$ cat src/rtl/mips_ctrl_pkg.sv
// -----------------------------------------------------------------------------
// mips_ctrl_pkg
// Shared definitions for the multicycle MIPS32 control path: FSM state
// encodings, opcode constants and the select/op encodings driven onto the
// datapath.  Imported by the controller, the ALU decoder and the datapath so
// all three agree on every code point.
// -----------------------------------------------------------------------------
package mips_ctrl_pkg;

   localparam int OPCODE_W = 6;
   localparam int STATE_W  = 4;

   typedef logic [STATE_W-1:0]  state_t;
   typedef logic [OPCODE_W-1:0] opcode_t;

   // FSM states (4-bit, fixed encoding; 12..15 unused)
   localparam logic [3:0] ST_FETCH  = 4'd0;
   localparam logic [3:0] ST_DECODE = 4'd1;
   localparam logic [3:0] ST_MEMADR = 4'd2;
   localparam logic [3:0] ST_MEMRD  = 4'd3;
   localparam logic [3:0] ST_MEMWB  = 4'd4;
   localparam logic [3:0] ST_MEMWR  = 4'd5;
   localparam logic [3:0] ST_EXEC   = 4'd6;
   localparam logic [3:0] ST_ALUWB  = 4'd7;
   localparam logic [3:0] ST_BRANCH = 4'd8;
   localparam logic [3:0] ST_ADDIEX = 4'd9;
   localparam logic [3:0] ST_ADDIWB = 4'd10;
   localparam logic [3:0] ST_JUMP   = 4'd11;

   // Supported opcodes (instr[31:26])
   localparam logic [5:0] OP_RTYPE = 6'b000000;
   localparam logic [5:0] OP_LW    = 6'b100011;
   localparam logic [5:0] OP_SW    = 6'b101011;
   localparam logic [5:0] OP_BEQ   = 6'b000100;
   localparam logic [5:0] OP_ADDI  = 6'b001000;
   localparam logic [5:0] OP_J     = 6'b000010;

   // aluOp encodings
   localparam logic [1:0] ALUOP_ADD   = 2'b00;
   localparam logic [1:0] ALUOP_SUB   = 2'b01;
   localparam logic [1:0] ALUOP_FUNCT = 2'b10;

   // aluSrcB encodings
   localparam logic [1:0] SRCB_REG    = 2'b00;
   localparam logic [1:0] SRCB_FOUR   = 2'b01;
   localparam logic [1:0] SRCB_IMM    = 2'b10;
   localparam logic [1:0] SRCB_IMMSH2 = 2'b11;

   // pcSrc encodings
   localparam logic [1:0] PCSRC_ALU    = 2'b00;
   localparam logic [1:0] PCSRC_ALUOUT = 2'b01;
   localparam logic [1:0] PCSRC_JUMP   = 2'b10;

   // True for every opcode the controller knows how to sequence.
   function automatic logic is_legal_op(input logic [OPCODE_W-1:0] op);
      return (op == OP_RTYPE) || (op == OP_LW) || (op == OP_SW) ||
             (op == OP_BEQ) || (op == OP_ADDI) || (op == OP_J);
   endfunction

endpackage

$ cat src/rtl/multicycle_controller_ctrl_out_decode.sv
// -----------------------------------------------------------------------------
// ctrl_out_decode
// Pure combinational decode from FSM state to datapath control signals.
// Every output defaults to 0 and only the signals a state needs are raised.
//
// Ports:
//   state      in  4  current FSM state
//   mem_ready  in  1  memory handshake (only consulted in FETCH)
//   zero       in  1  ALU zero flag (only consulted in BRANCH)
//   mem_req, memWrite, iorD, irWrite, pcEn, pcSrc, regWrite, regDest,
//   memtoReg, aluSrcA, aluSrcB, aluOp   out  datapath controls
// -----------------------------------------------------------------------------
module ctrl_out_decode
   import mips_ctrl_pkg::*;
(
   input  logic [3:0] state,
   input  logic       mem_ready,
   input  logic       zero,
   output logic       mem_req,
   output logic       memWrite,
   output logic       iorD,
   output logic       irWrite,
   output logic       pcEn,
   output logic [1:0] pcSrc,
   output logic       regWrite,
   output logic       regDest,
   output logic       memtoReg,
   output logic       aluSrcA,
   output logic [1:0] aluSrcB,
   output logic [1:0] aluOp
);

   always_comb begin
      mem_req  = 1'b0;
      memWrite = 1'b0;
      iorD     = 1'b0;
      irWrite  = 1'b0;
      pcEn     = 1'b0;
      pcSrc    = PCSRC_ALU;
      regWrite = 1'b0;
      regDest  = 1'b0;
      memtoReg = 1'b0;
      aluSrcA  = 1'b0;
      aluSrcB  = SRCB_REG;
      aluOp    = ALUOP_ADD;

      case (state)
         ST_FETCH: begin
            // PC+4 is computed every fetch cycle, but IR and PC only load
            // on the cycle the memory actually returns the instruction.
            mem_req = 1'b1;
            aluSrcB = SRCB_FOUR;
            irWrite = mem_ready;
            pcEn    = mem_ready;
         end
         ST_DECODE: begin
            // Branch target precomputed into ALUOut while registers are read.
            aluSrcB = SRCB_IMMSH2;
         end
         ST_MEMADR, ST_ADDIEX: begin
            aluSrcA = 1'b1;
            aluSrcB = SRCB_IMM;
         end
         ST_MEMRD: begin
            mem_req = 1'b1;
            iorD    = 1'b1;
         end
         ST_MEMWR: begin
            mem_req  = 1'b1;
            iorD     = 1'b1;
            memWrite = 1'b1;
         end
         ST_MEMWB: begin
            regWrite = 1'b1;
            memtoReg = 1'b1;
         end
         ST_EXEC: begin
            aluSrcA = 1'b1;
            aluOp   = ALUOP_FUNCT;
         end
         ST_ALUWB: begin
            regWrite = 1'b1;
            regDest  = 1'b1;
         end
         ST_ADDIWB: begin
            regWrite = 1'b1;
         end
         ST_BRANCH: begin
            aluSrcA = 1'b1;
            aluOp   = ALUOP_SUB;
            pcSrc   = PCSRC_ALUOUT;
            pcEn    = zero;
         end
         ST_JUMP: begin
            pcSrc = PCSRC_JUMP;
            pcEn  = 1'b1;
         end
         default: ;
      endcase
   end

endmodule

$ cat src/rtl/multicycle_controller.sv
// -----------------------------------------------------------------------------
// multicycle_controller
// Control FSM for the multicycle MIPS32 core.  Holds the state register and
// next-state logic; the per-state control values come from ctrl_out_decode.
// Memory accesses stall in FETCH / MEMRD / MEMWR until mem_ready.
//
// Ports:
//   clk        in   1     rising-edge clock
//   rst_n      in   1     synchronous active-low reset
//   opcode     in   OP_W  instr[31:26] from the instruction register
//   zero       in   1     ALU zero flag
//   mem_ready  in   1     memory completes the current access this cycle
//   mem_req .. aluOp out  datapath controls (all 0 while rst_n is low)
//   illegal_op out  1     one-cycle pulse on an unsupported opcode in DECODE
// -----------------------------------------------------------------------------
module multicycle_controller
   import mips_ctrl_pkg::*;
#(
   parameter int OP_W = 6
) (
   input  logic            clk,
   input  logic            rst_n,
   input  logic [OP_W-1:0] opcode,
   input  logic            zero,
   input  logic            mem_ready,
   output logic            mem_req,
   output logic            memWrite,
   output logic            iorD,
   output logic            irWrite,
   output logic            pcEn,
   output logic [1:0]      pcSrc,
   output logic            regWrite,
   output logic            regDest,
   output logic            memtoReg,
   output logic            aluSrcA,
   output logic [1:0]      aluSrcB,
   output logic [1:0]      aluOp,
   output logic            illegal_op
);

   logic [3:0] state;
   logic [3:0] state_nxt;
   logic       op_legal;

   logic       d_mem_req, d_memWrite, d_iorD, d_irWrite, d_pcEn;
   logic       d_regWrite, d_regDest, d_memtoReg, d_aluSrcA;
   logic [1:0] d_pcSrc, d_aluSrcB, d_aluOp;

   assign op_legal = is_legal_op(opcode);

   // State register
   always_ff @(posedge clk) begin
      if (!rst_n) state <= ST_FETCH;
      else        state <= state_nxt;
   end

   always_comb begin
      state_nxt = ST_FETCH;
      case (state)
         ST_FETCH:  state_nxt = mem_ready ? ST_DECODE : ST_FETCH;
         ST_DECODE: begin
            case (opcode)
               OP_LW, OP_SW: state_nxt = ST_MEMADR;
               OP_RTYPE:     state_nxt = ST_EXEC;
               OP_BEQ:       state_nxt = ST_BRANCH;
               OP_ADDI:      state_nxt = ST_ADDIEX;
               OP_J:         state_nxt = ST_JUMP;
               default:      state_nxt = ST_FETCH;
            endcase
         end
         ST_MEMADR: begin
            // Only lw/sw reach here; anything else is treated as an abort.
            if (opcode == OP_LW)      state_nxt = ST_MEMRD;
            else if (opcode == OP_SW) state_nxt = ST_MEMWR;
            else                      state_nxt = ST_FETCH;
         end
         ST_MEMRD:  state_nxt = mem_ready ? ST_MEMWB : ST_MEMRD;
         ST_MEMWR:  state_nxt = mem_ready ? ST_FETCH : ST_MEMWR;
         ST_EXEC:   state_nxt = ST_ALUWB;
         ST_ADDIEX: state_nxt = ST_ADDIWB;
         // MEMWB, ALUWB, ADDIWB, BRANCH, JUMP and the unused codes 12..15
         default:   state_nxt = ST_FETCH;
      endcase
   end

   ctrl_out_decode u_dec (
      .state     (state),
      .mem_ready (mem_ready),
      .zero      (zero),
      .mem_req   (d_mem_req),
      .memWrite  (d_memWrite),
      .iorD      (d_iorD),
      .irWrite   (d_irWrite),
      .pcEn      (d_pcEn),
      .pcSrc     (d_pcSrc),
      .regWrite  (d_regWrite),
      .regDest   (d_regDest),
      .memtoReg  (d_memtoReg),
      .aluSrcA   (d_aluSrcA),
      .aluSrcB   (d_aluSrcB),
      .aluOp     (d_aluOp)
   );

   // The state register only clears on the reset edge, so outputs are gated
   // here to keep every enable and select low for the whole reset cycle.
   assign mem_req    = rst_n & d_mem_req;
   assign memWrite   = rst_n & d_memWrite;
   assign iorD       = rst_n & d_iorD;
   assign irWrite    = rst_n & d_irWrite;
   assign pcEn       = rst_n & d_pcEn;
   assign regWrite   = rst_n & d_regWrite;
   assign regDest    = rst_n & d_regDest;
   assign memtoReg   = rst_n & d_memtoReg;
   assign aluSrcA    = rst_n & d_aluSrcA;
   assign pcSrc      = rst_n ? d_pcSrc   : 2'b00;
   assign aluSrcB    = rst_n ? d_aluSrcB : 2'b00;
   assign aluOp      = rst_n ? d_aluOp   : 2'b00;
   assign illegal_op = rst_n & (state == ST_DECODE) & ~op_legal;

endmodule

$ cat config.mk
export PLATFORM = sky130hd
export DESIGN_NAME = multicycle_controller
export DESIGN_NICKNAME = d
export VERILOG_FILES = /design/src/rtl/mips_ctrl_pkg.sv /design/src/rtl/multicycle_controller_ctrl_out_decode.sv /design/src/rtl/multicycle_controller.sv
export SDC_FILE = /design/constraint.sdc
export NUM_CORES = 1
export LEC_CHECK = 0
export ABC_AREA = 1
export CORE_AREA = 2 2 39 41
export DETAILED_ROUTE_END_ITERATION = 12
export DIE_AREA = 0 0 41 43
export PLACE_DENSITY = 0.78
export SYNTH_ARGS = -nofsm -noshare
export SYNTH_HDL_FRONTEND = slang
export SYNTH_SLANG_ARGS = --single-unit
$ cat constraint.sdc
create_clock -name clk -period 1.5 [get_ports clk]
set_input_delay 0.15 -clock clk [delete_from_list [all_inputs] [get_ports clk]]
set_output_delay 0.15 -clock clk [all_outputs]
set_load 0.1 [all_outputs]
==> results of run 1 <==
-- cell families after synthesis --
group | after synthesis
AO/OA/AOI/OAI | 9
buffers and inverters | 15
flip-flops | 4
AND/OR/NAND/NOR | 66
-- stage by stage --
| step | util | hold slack (ps) | std cells |
|---|---|---|---|
| 2_1_floorplan | - | 247.6 | 94 |
| 3_3_place_gp | 0.8924 | 748.2 | 153 |
| 3_5_place_dp | 0.8924 | 749.9 | 153 |
==> impl_metrics.py, run 1 <==
metrics = {
    "yosys": {
        "synth-simple-area-share": 0.6256,
        "synth-seq-area-share": 0.1546,
        "synth_top_family_by_area": "simple AND/OR/NAND/NOR gates",
        "ys_types": 22,
        "synthCells": 94,
        "synth_xor_area_frac": 0,
        "yosysWarningCount": 0,
        "synth_fa_ha_area_frac": 0,
        "synth_compound_area_frac": 0.1087,
        "synth_most_common_cell": "nor2_1",
        "synth_nets": 104,
        "syn_area_per_cell_um2": 5.511,
        "yosysTopAreaCell": "dfxtp_1",
        "netlist_area_um2": 518.0,
        "yosys-top-cells-count": "nor2_1, nand2_1, nand3_1",
        "synthTopCellsByArea": "dfxtp_1, nor2_1, nand3_1",
        "synth_edf_count": 0,
        "async_flop_share": 0,
        "synth-seq-cells": 4,
        "synth_top_area_frac": 0.1546,
        "synth_mux_area_frac": 0,
        "synthFlopType": "dfxtp_1",
    },
    "placement": {
        "gp_congestion": 0.8417,
        "dpl_cell_area_um2": 1235,
        "io_buffers": 25,
        "hpwl_um": 1762,
        "place_ws_ps": -173.1,
    },
    "die": {
        "die_w_um": 41,
        "rows": 14,
        "start_util": 0.3743,
        "boundaryPins": 26,
        "die_height_um": 43,
    },
    "status": {
        "error": "[ERROR DPL-0038] Utilization greater than 100%, impossible to legalize",
        "status": "did not finish",
        "lastStage": "clock tree synthesis (4_1_cts)",
    },
    "clocking": {
        "h-tree-depth": 1,
        "cts_root_buf": "clkbuf_4",
        "cts_buffers": 3,
        "cts_setup_buffers": 12,
        "hold_buffers": 0,
        "clockBufferDepth": 2,
        "cts_resized": 23,
        "clock-sinks": 4,
    },
}
==> inputs of run 2 (changes only) <==
Settings changed: CORE_AREA 2 2 39 41 to 2 2 63 65, DIE_AREA 0 0 41 43 to 0 0 65 67, PLACE_DENSITY 0.78 to not set, PLACE_DENSITY_LB_ADDON set to 0.15.
==> impl_metrics.py, run 2 <==
metrics = {
    "clocking": {
        "cts_tree": "done",
        "h-tree-depth": 1,
        "clk_latency_ps": 210,
        "clkTransAtPathRegs_ps": 30,
        "clockBufferDepth": 2,
        "cts_buffers": 3,
        "cts_root_buf": "clkbuf_8",
        "clock-sinks": 4,
    },
    "critical_path": {
        "worstSetupStartpoint": "state[2]",
        "crit_path_end": "pcEn",
        "rrSetupSlack_ps": 270,
        "worstPathArrival_ps": 1370,
        "critical_path_required_ps": 1350,
        "ff2ff_path_depth": 7,
        "worstSetupPathType": "flip-flop to primary output",
        "reg2reg_to": "state[2]",
        "cp_max_fo": 4,
        "reg2reg_from": "state[1]",
        "crit_path_start_kind": "flip-flop",
        "cp-end-kind": "primary output",
    },
    "pwr": {
        "combPwrFrac": 0.440,
        "leakage_nw": 0.6981,
        "pwr-share-clk": 0.383,
        "pwr-share-seq": 0.178,
        "p_sw_mw": 0.2143,
        "power_density_nw_per_um2": 403.1,
        "max-vdd-ir-drop_mv": 0.1869,
        "swShare": 0.3500,
        "internal-power_mw": 0.3979,
    },
    "yosys": {
        "synthCells": 94,
        "ys_types": 22,
        "synth-seq-cells": 4,
        "synthTopCellsByArea": "dfxtp_1, nor2_1, nand3_1",
        "synth_top_family_by_area": "simple AND/OR/NAND/NOR gates",
        "syn_area_per_cell_um2": 5.511,
        "synth-simple-area-share": 0.6256,
        "synth_xor_area_frac": 0,
        "yosysWarningCount": 0,
        "async_flop_share": 0,
        "synth-seq-area-share": 0.1546,
        "synth_compound_area_frac": 0.1087,
        "synth_mux_area_frac": 0,
        "synth_nets": 104,
        "synth_edf_count": 0,
        "synthFlopType": "dfxtp_1",
        "yosysTopAreaCell": "dfxtp_1",
        "yosys-top-cells-count": "nor2_1, nand2_1, nand3_1",
        "netlist_area_um2": 518.0,
        "synth_top_area_frac": 0.1546,
        "synth_most_common_cell": "nor2_1",
        "synth_fa_ha_area_frac": 0,
    },
    "die": {
        "dieArea_um2": 4355,
        "die_w_um": 65,
        "die_height_um": 67,
        "boundaryPins": 26,
        "core_um2": 3606,
        "start_util": 0.1437,
        "rows": 22,
    },
    "layout": {
        "final_common_cell": "buf_4",
        "layout_common_cells": "buf_4, buf_12, nor2_4, nand2_1, nand3_1",
        "largest_reg_flops": 4,
        "area_growth_pct": 193.2,
        "drive_gt1_frac": 0.6710,
        "top_register": "state",
        "nNetsFinal": 166,
        "reg.largest.list": "state: 4 flops",
        "antenna_cells": 0,
    },
    "route": {
        "wl_per_cell_um": 9.739,
        "drcViolationCount": 0,
        "wl_um": 1977,
        "vias_per_cell": 4.089,
        "ant_nets": 0,
        "drt_iter0_drc": 9,
        "vias": 830,
        "drtPass1Iterations": 4,
    },
    "sta": {
        "drv_slew": 0,
        "setup_viol": 2,
        "final.min_clock_period_ps": 1524,
        "fin_worst_skew_ps": 2.117,
        "tightest_slew_ps": 277.2,
        "worst_slack_ps": -24.28,
        "setup_tns_ps": -28.41,
        "rsz0062_at_grt": "true",
        "fin_crit_sh": 1.016,
        "hold_ws_ps": 527.9,
        "max_slew_margin": 0.8152,
        "final_hold_viol_count": 0,
        "clock.fmax_mhz": 656.0,
    },
    "grt": {
        "grt_max_degree": 8,
        "antenna_found_initial": 0,
        "grt_pass1_vias": 817,
        "grt_util_all_layers": 0.09715,
        "grt_first_pass_wirelength_um": 3360,
        "globalRoute.totalOverflow": 0,
    },
    "placement": {
        "hpwl_um": 1628,
        "gp_congestion": 0.8735,
        "io_buffers": 25,
        "place_ws_ps": -95.06,
    },
    "worst_hold_path": {
        "hold_path.class": "input pin to flip-flop",
    },
    "status": {
        "violations": "setup timing",
        "status": "finished, violations left",
    },
    "run": {
        "maxCapViolations": 0,
    },
}
## run 2: cell counts after synthesis
Identical to the previous run, type by type.
## run 2: final cells by class
cell class                      count  area (µm²)
Multi-Input combinational cell     75       585.6
Tap cell                           48       60.06
Inverter                           15       65.06
Sequential cell                     4       92.59
Clock buffer                        4       45.04
Timing Repair Buffer               57       670.6
Fill cell                         368        2087
## run 2: layer usage
metal	track usage	vias to the layer above	share of wire
met2	0.2049	21	0.58
met3	0.01689	0	0.054
met5	0	-	0
met4	0.02394	0	0
li1	-	432	-
met1	0.09557	377	0.36
## run 2: worst min path at each step
stage | from | end | slack (ps) | depth (start not counted)
3_5_place_dp | state[1] | state[3] | 740 | 3
2_1_floorplan | rst_n | state[0] | 250 | 2
5_1_grt | rst_n | state[0] | 540 | 4
4_1_cts | rst_n | state[0] | 520 | 4
6_report | rst_n | state[0] | 530 | 4
3_3_place_gp | state[1] | state[3] | 750 | 3
## run 2: cells by family after synthesis
family	count (synthesis)
simple gates	66
buf+inv	15
flops	4
compound gates	9
## run 2: stage by stage
stage	power, mW	area (µm²)	instances	util
after floorplan	0.2540	669.4	94	-
after global placement	0.3626	1303	187	0.3612
after detailed placement	0.3636	1303	187	0.3612
after CTS	0.6173	1514	203	0.4198
after global routing	0.6414	1519	203	0.4212
final	0.6122	1519	203	0.4212
## run 2: repair_timing
item,4_1_cts,5_1_grt
endpoints found under the setup margin,13,14
pin swaps,14,2
resized for setup,30,2
hold buffers,0,0
endpoints found under the hold margin,0,0
setup buffers,12,0
## run 2: worst max-delay path, stage by stage, from the launching register on
cell     delay (ps)
dfxtp_2         350
inv_2            50
nand2_2          70
inv_2            60
nand2_4          90
nor2_4           40
a211o_4         320
buf_12          170
## run 2: power by group through the flow
stage / registers [mW] / clock network (mW) / logic [mW]
after floorplan: 0.112 / 0 / 0.142
after global placement: 0.113 / 0 / 0.250
after detailed placement: 0.112 / 0 / 0.251
after CTS: 0.109 / 0.239 / 0.269
after global routing: 0.109 / 0.249 / 0.283
final: 0.109 / 0.234 / 0.269
Note: power is estimated with default switching activity, not from simulation.
==> inputs of run 3 (changes only) <==
Clock period 1.5 ns to 1.49 ns, I/O delays scaled along.
==> impl_metrics.py, run 3 (synthesis gave the netlist of run 2 again) <==
metrics = {
    "layout": {
        "largest_reg_flops": 4,
        "multi_input_area_um2": 591.8,
        "top_register": "state",
        "antenna_cells": 0,
        "layout_common_cells": "buf_4, buf_12, nor2_4, nand2_1, nand3_1",
        "seqCellArea_um2": 92.59,
        "nNetsFinal": 169,
        "fill_cells": 367,
        "reg.largest.list": "state: 4 flops",
        "drive_gt1_frac": 0.6646,
        "area_growth_pct": 202.2,
        "final_common_cell": "buf_4",
    },
    "sta": {
        "worst_slack_ps": -47.30,
        "clock.fmax_mhz": 650.5,
        "final.min_clock_period_ps": 1537,
        "max_slew_margin": 0.8151,
        "fin_worst_skew_ps": 6.449,
        "final_hold_viol_count": 0,
        "rsz0062_at_grt": "true",
        "fin_crit_sh": 1.032,
        "setup_viol": 4,
        "drv_slew": 0,
        "tightest_slew_ps": 277.4,
    },
    "critical_path": {
        "path_cells": "inv_4, nor2_4, inv_4, nor2_4, nand2_2, nor3_4, buf_12",
        "cp-end-kind": "primary output",
        "cpPeakStageDelay_ps": 360,
        "worstSetupPathType": "flip-flop to primary output",
        "crit_path_start_kind": "flip-flop",
        "worstPathArrival_ps": 1390,
        "reg2reg_from": "state[0]",
        "cp_max_fo": 4,
        "critical_path_required_ps": 1340,
        "worstSetupStartpoint": "state[0]",
        "cpMaxStageDelayCell": "dfxtp_4",
    },
    "clocking": {
        "h-tree-depth": 1,
        "cts_buffers": 3,
        "clockBufferDepth": 2,
        "hold_buffers": 0,
        "cts_tree": "done",
        "clkTransAtPathRegs_ps": 40,
        "clock-sinks": 4,
        "cts_root_buf": "clkbuf_8",
        "clk_latency_ps": 230,
    },
    "placement": {
        "hpwl_um": 1692,
        "gp_congestion": 0.8599,
        "place_ws_ps": -114.4,
        "io_buffers": 25,
    },
    "status": {
        "violations": "setup timing",
        "status": "finished, violations left",
    },
    "die": {
        "die_height_um": 67,
        "rows": 22,
        "dieArea_um2": 4355,
        "boundaryPins": 26,
        "die_w_um": 65,
        "core_um2": 3606,
        "start_util": 0.1437,
    },
    "pwr": {
        "max-vdd-ir-drop_mv": 0.1600,
        "leakage_nw": 0.7155,
        "power_density_nw_per_um2": 406.1,
        "total_power_mw": 0.6356,
    },
    "grt": {
        "grt_max_degree": 8,
        "globalRoute.totalOverflow": 0,
        "grt_util_all_layers": 0.1035,
        "grt_pass1_vias": 848,
        "grt_first_pass_wirelength_um": 3463,
        "antenna_found_initial": 0,
    },
    "run": {
        "maxCapViolations": 0,
    },
    "route": {
        "drtPass1Iterations": 4,
        "wl_um": 2116,
        "vias": 835,
        "ant_nets": 0,
        "vias_per_cell": 4.053,
        "drcViolationCount": 0,
        "drt_iter0_drc": 14,
        "wl_per_cell_um": 10.27,
    },
    "worst_hold_path": {
        "hold_path.class": "input pin to flip-flop",
        "hold_start": "rst_n",
    },
}
[run 3: changes by cell type in the layout (fill, tap and decap cells not counted), moves of 2 or more]
| cell | before | now |
|---|---|---|
| buf_6 | 1 | 4 |
| dlygate4sd2_1 | 7 | 4 |
| clkdlybuf4s50_1 | 2 | 4 |
| nor2_2 | 8 | 6 |
[run 3: stage by stage]
stage / setup TNS, ps / instances / hold WS, ps / instance area (µm²) / utilization
6_report: -138.4 / 206 / 527.7 / 1565 / 0.4341
5_1_grt: -541.3 / 206 / 551.6 / 1565 / 0.4341
4_1_cts: -178.1 / 202 / 514.2 / 1489 / 0.4129
3_5_place_dp: -584.8 / 189 / 750.0 / 1318 / 0.3654
3_3_place_gp: -368.5 / 189 / 746.6 / 1318 / 0.3654
2_1_floorplan: -1927 / 94 / 246.6 / 669.4 / -
[run 3: final cells by class]
cell class / count / area share
clock buffer: 4 / 0.02878
inverter: 15 / 0.04157
multi-input combinational: 75 / 0.3781
sequential: 4 / 0.05915
tap: 48 / 0.03837
timing repair buffer: 60 / 0.4540
[run 3: final timing paths]
kind,cells past startpoint,to,slack (ps)
hold / removal,4,state[0],530
setup reg to reg,9,state[2],180
hold reg to reg,3,state[3],720
setup / recovery,7,illegal_op,-50
[run 3: worst max-delay path: cells and delay by family, from the launching register on]
family	cells	cell delay, ps
buffers and inverters	3	320
flip-flops	1	360
AND/OR/NAND/NOR	4	480
[run 3: what timing repair did]
action / CTS / global route
pin swaps: 15 / 10
gates resized for setup: 21 / 11
setup endpoints to repair: 15 / 13
setup buffers: 10 / 4
[run 3: per-layer routing]
metal	global-route usage	wire length, µm	up-vias
met4	0.05585	53	0
li1	-	-	434
met2	0.2075	1180	24
met5	0	0	-
met3	0.01351	91	6
met1	0.1014	790	371
[run 3: power by group]
part           switching [mW]  internal [mW]
logic                   0.160          0.118
registers             0.00362          0.106
clock network          0.0649          0.183
==> inputs of run 4 (changes only) <==
Settings changed: HOLD_SLACK_MARGIN set to 0.12.
Clock period 1.49 ns to 1.63 ns, I/O delays scaled along.
==> impl_metrics.py, run 4 (synthesis gave the netlist of run 2 again) <==
metrics = {
    "layout": {
        "stdcell_area_um2": 1366,
        "seqCellArea_um2": 87.58,
        "antenna_cells": 0,
        "fin_util": 0.3789,
        "fill_cells": 375,
        "largest_reg_flops": 4,
        "drive_gt1_frac": 0.5845,
        "area_growth_pct": 163.8,
        "reg.largest.list": "state: 4 flops",
        "nNetsFinal": 154,
        "layout_common_cells": "buf_4, buf_12, nand3_1, nand2_1",
        "final_common_cell": "buf_4",
        "multi_input_area_um2": 545.5,
        "top_register": "state",
    },
    "worst_hold_path": {
        "hold_start": "rst_n",
        "worstHoldEndpoint": "state[0]",
        "hold_path.class": "input pin to flip-flop",
        "whs_path_depth": 4,
    },
    "route": {
        "drcViolationCount": 0,
        "vias": 763,
        "ant_nets": 0,
        "wl_per_cell_um": 9.674,
        "drtPass1Iterations": 4,
        "drt_iter0_drc": 18,
        "wl_um": 1838,
        "vias_per_cell": 4.016,
    },
    "run": {
        "maxCapViolations": 0,
    },
    "pwr": {
        "power_density_nw_per_um2": 389.5,
        "max-vdd-ir-drop_mv": 0.1601,
        "leakage_nw": 0.6139,
    },
    "grt": {
        "grt_util_all_layers": 0.08855,
        "grt_max_degree": 10,
        "grt_first_pass_wirelength_um": 3070,
        "antenna_found_initial": 0,
        "grt_pass1_vias": 733,
        "globalRoute.totalOverflow": 0,
    },
    "sta": {
        "hold_ws_ps": 550.4,
        "tightest_slew_ps": 242.2,
        "max_slew_margin": 0.8380,
        "drv_slew": 0,
        "final_hold_viol_count": 0,
        "final.min_clock_period_ps": 1568,
        "rsz0062_at_grt": "false",
        "setup_viol": 0,
        "fin_worst_skew_ps": 1.316,
        "fin_crit_sh": 0.9622,
        "clock.fmax_mhz": 637.6,
    },
    "clocking": {
        "clockBufferDepth": 2,
        "clock-sinks": 4,
        "cts_root_buf": "clkbuf_8",
        "h-tree-depth": 1,
        "clkTransAtPathRegs_ps": 30,
        "clk_latency_ps": 210,
        "cts_buffers": 3,
        "cts_tree": "done",
    },
    "die": {
        "start_util": 0.1437,
        "boundaryPins": 26,
        "dieArea_um2": 4355,
        "die_height_um": 67,
        "core_um2": 3606,
        "die_w_um": 65,
        "rows": 22,
    },
    "critical_path": {
        "worstSetupPathType": "flip-flop to primary output",
        "rrSetupSlack_ps": 470,
        "reg2reg_to": "state[2]",
        "critical_path_required_ps": 1470,
        "cp_max_fo": 4,
        "cp-end-kind": "primary output",
        "reg2reg_from": "state[0]",
        "worstPathArrival_ps": 1410,
        "ff2ff_path_depth": 7,
        "crit_path_start_kind": "flip-flop",
    },
    "placement": {
        "hpwl_um": 1621,
        "io_buffers": 25,
        "dpl_cell_area_um2": 1275,
        "gp_congestion": 0.8890,
    },
    "status": {
        "status": "finished, final reports clean",
    },
}
## run 4: cell types whose count changed in the layout (fill, tap and decap cells not counted), moves of 2 or more
cell / change
nand3_2: -3
dlygate4sd2_1: -3
nor2_2: -2
inv_2: +3
nor2_1: +3
clkdlybuf4s50_1: +3
buf_6: -4
nand3_1: +3
dfxtp_2: +2
dfxtp_4: -2
inv_4: -3
buf_4: -10
## run 4: how the worst max path moves through the flow
stage | from | end | cells after the start
CTS | state[2] | memWrite | 6
global route | state[1] | illegal_op | 6
floorplan | state[3] | mem_req | 5
detailed placement | rst_n | mem_req | 7
finish | state[2] | pcEn | 7
global placement | rst_n | mem_req | 7
## run 4: per-layer routing
metal,global-route usage,share of wire,vias to the layer above
li1,-,-,406
met3,0.006757,0.042,0
met5,0,0,-
met2,0.1753,0.55,20
met1,0.09739,0.41,337
met4,0.03191,0,0
## run 4: area by class of cell
class                   instances  area share
multi-input cells              75      0.3993
repair buffers                 45      0.4203
well taps                      48     0.04396
inverters                      15     0.04212
clock buffers                   3     0.03022
flip-flops and latches          4     0.06410
## run 4: worst max-delay path, cell delays in order, from the launching register on
cell,delay [ps]
dfxtp_2,340
inv_2,50
nand2_2,80
inv_2,60
nand2_4,90
nor2_4,50
a211o_4,340
buf_12,170
## run 4: per-stage QoR
| step | total power [mW] | instances | setup TNS [ps] | setup WS, ps |
|---|---|---|---|---|
| after floorplan | 0.2354 | 94 | -1223 | -406.8 |
| after global placement | 0.3297 | 184 | -2.859 | -2.859 |
| after detailed placement | 0.3310 | 184 | -8.104 | -8.104 |
| after CTS | 0.5405 | 189 | -442.2 | -84.47 |
| after global routing | 0.5531 | 190 | 0 | 7.122 |
| final | 0.5321 | 190 | 0 | 61.56 |
## run 4: repair_timing
item                                    in CTS  in global routing
buffers inserted                             2                  1
pin swaps                                    1                  4
resized for setup                            3                  9
gates cloned                                 0                  0
endpoints found under the setup margin      10                 10
hold buffers                                 0                  0
## run 4: power by group
group	leakage (nW)	internal (mW)	total [mW]	switching [mW]
clock	0.0216	0.157	0.204	0.0468
sequential	0.0346	0.0995	0.102	0.00269
combinational	0.558	0.0900	0.226	0.136
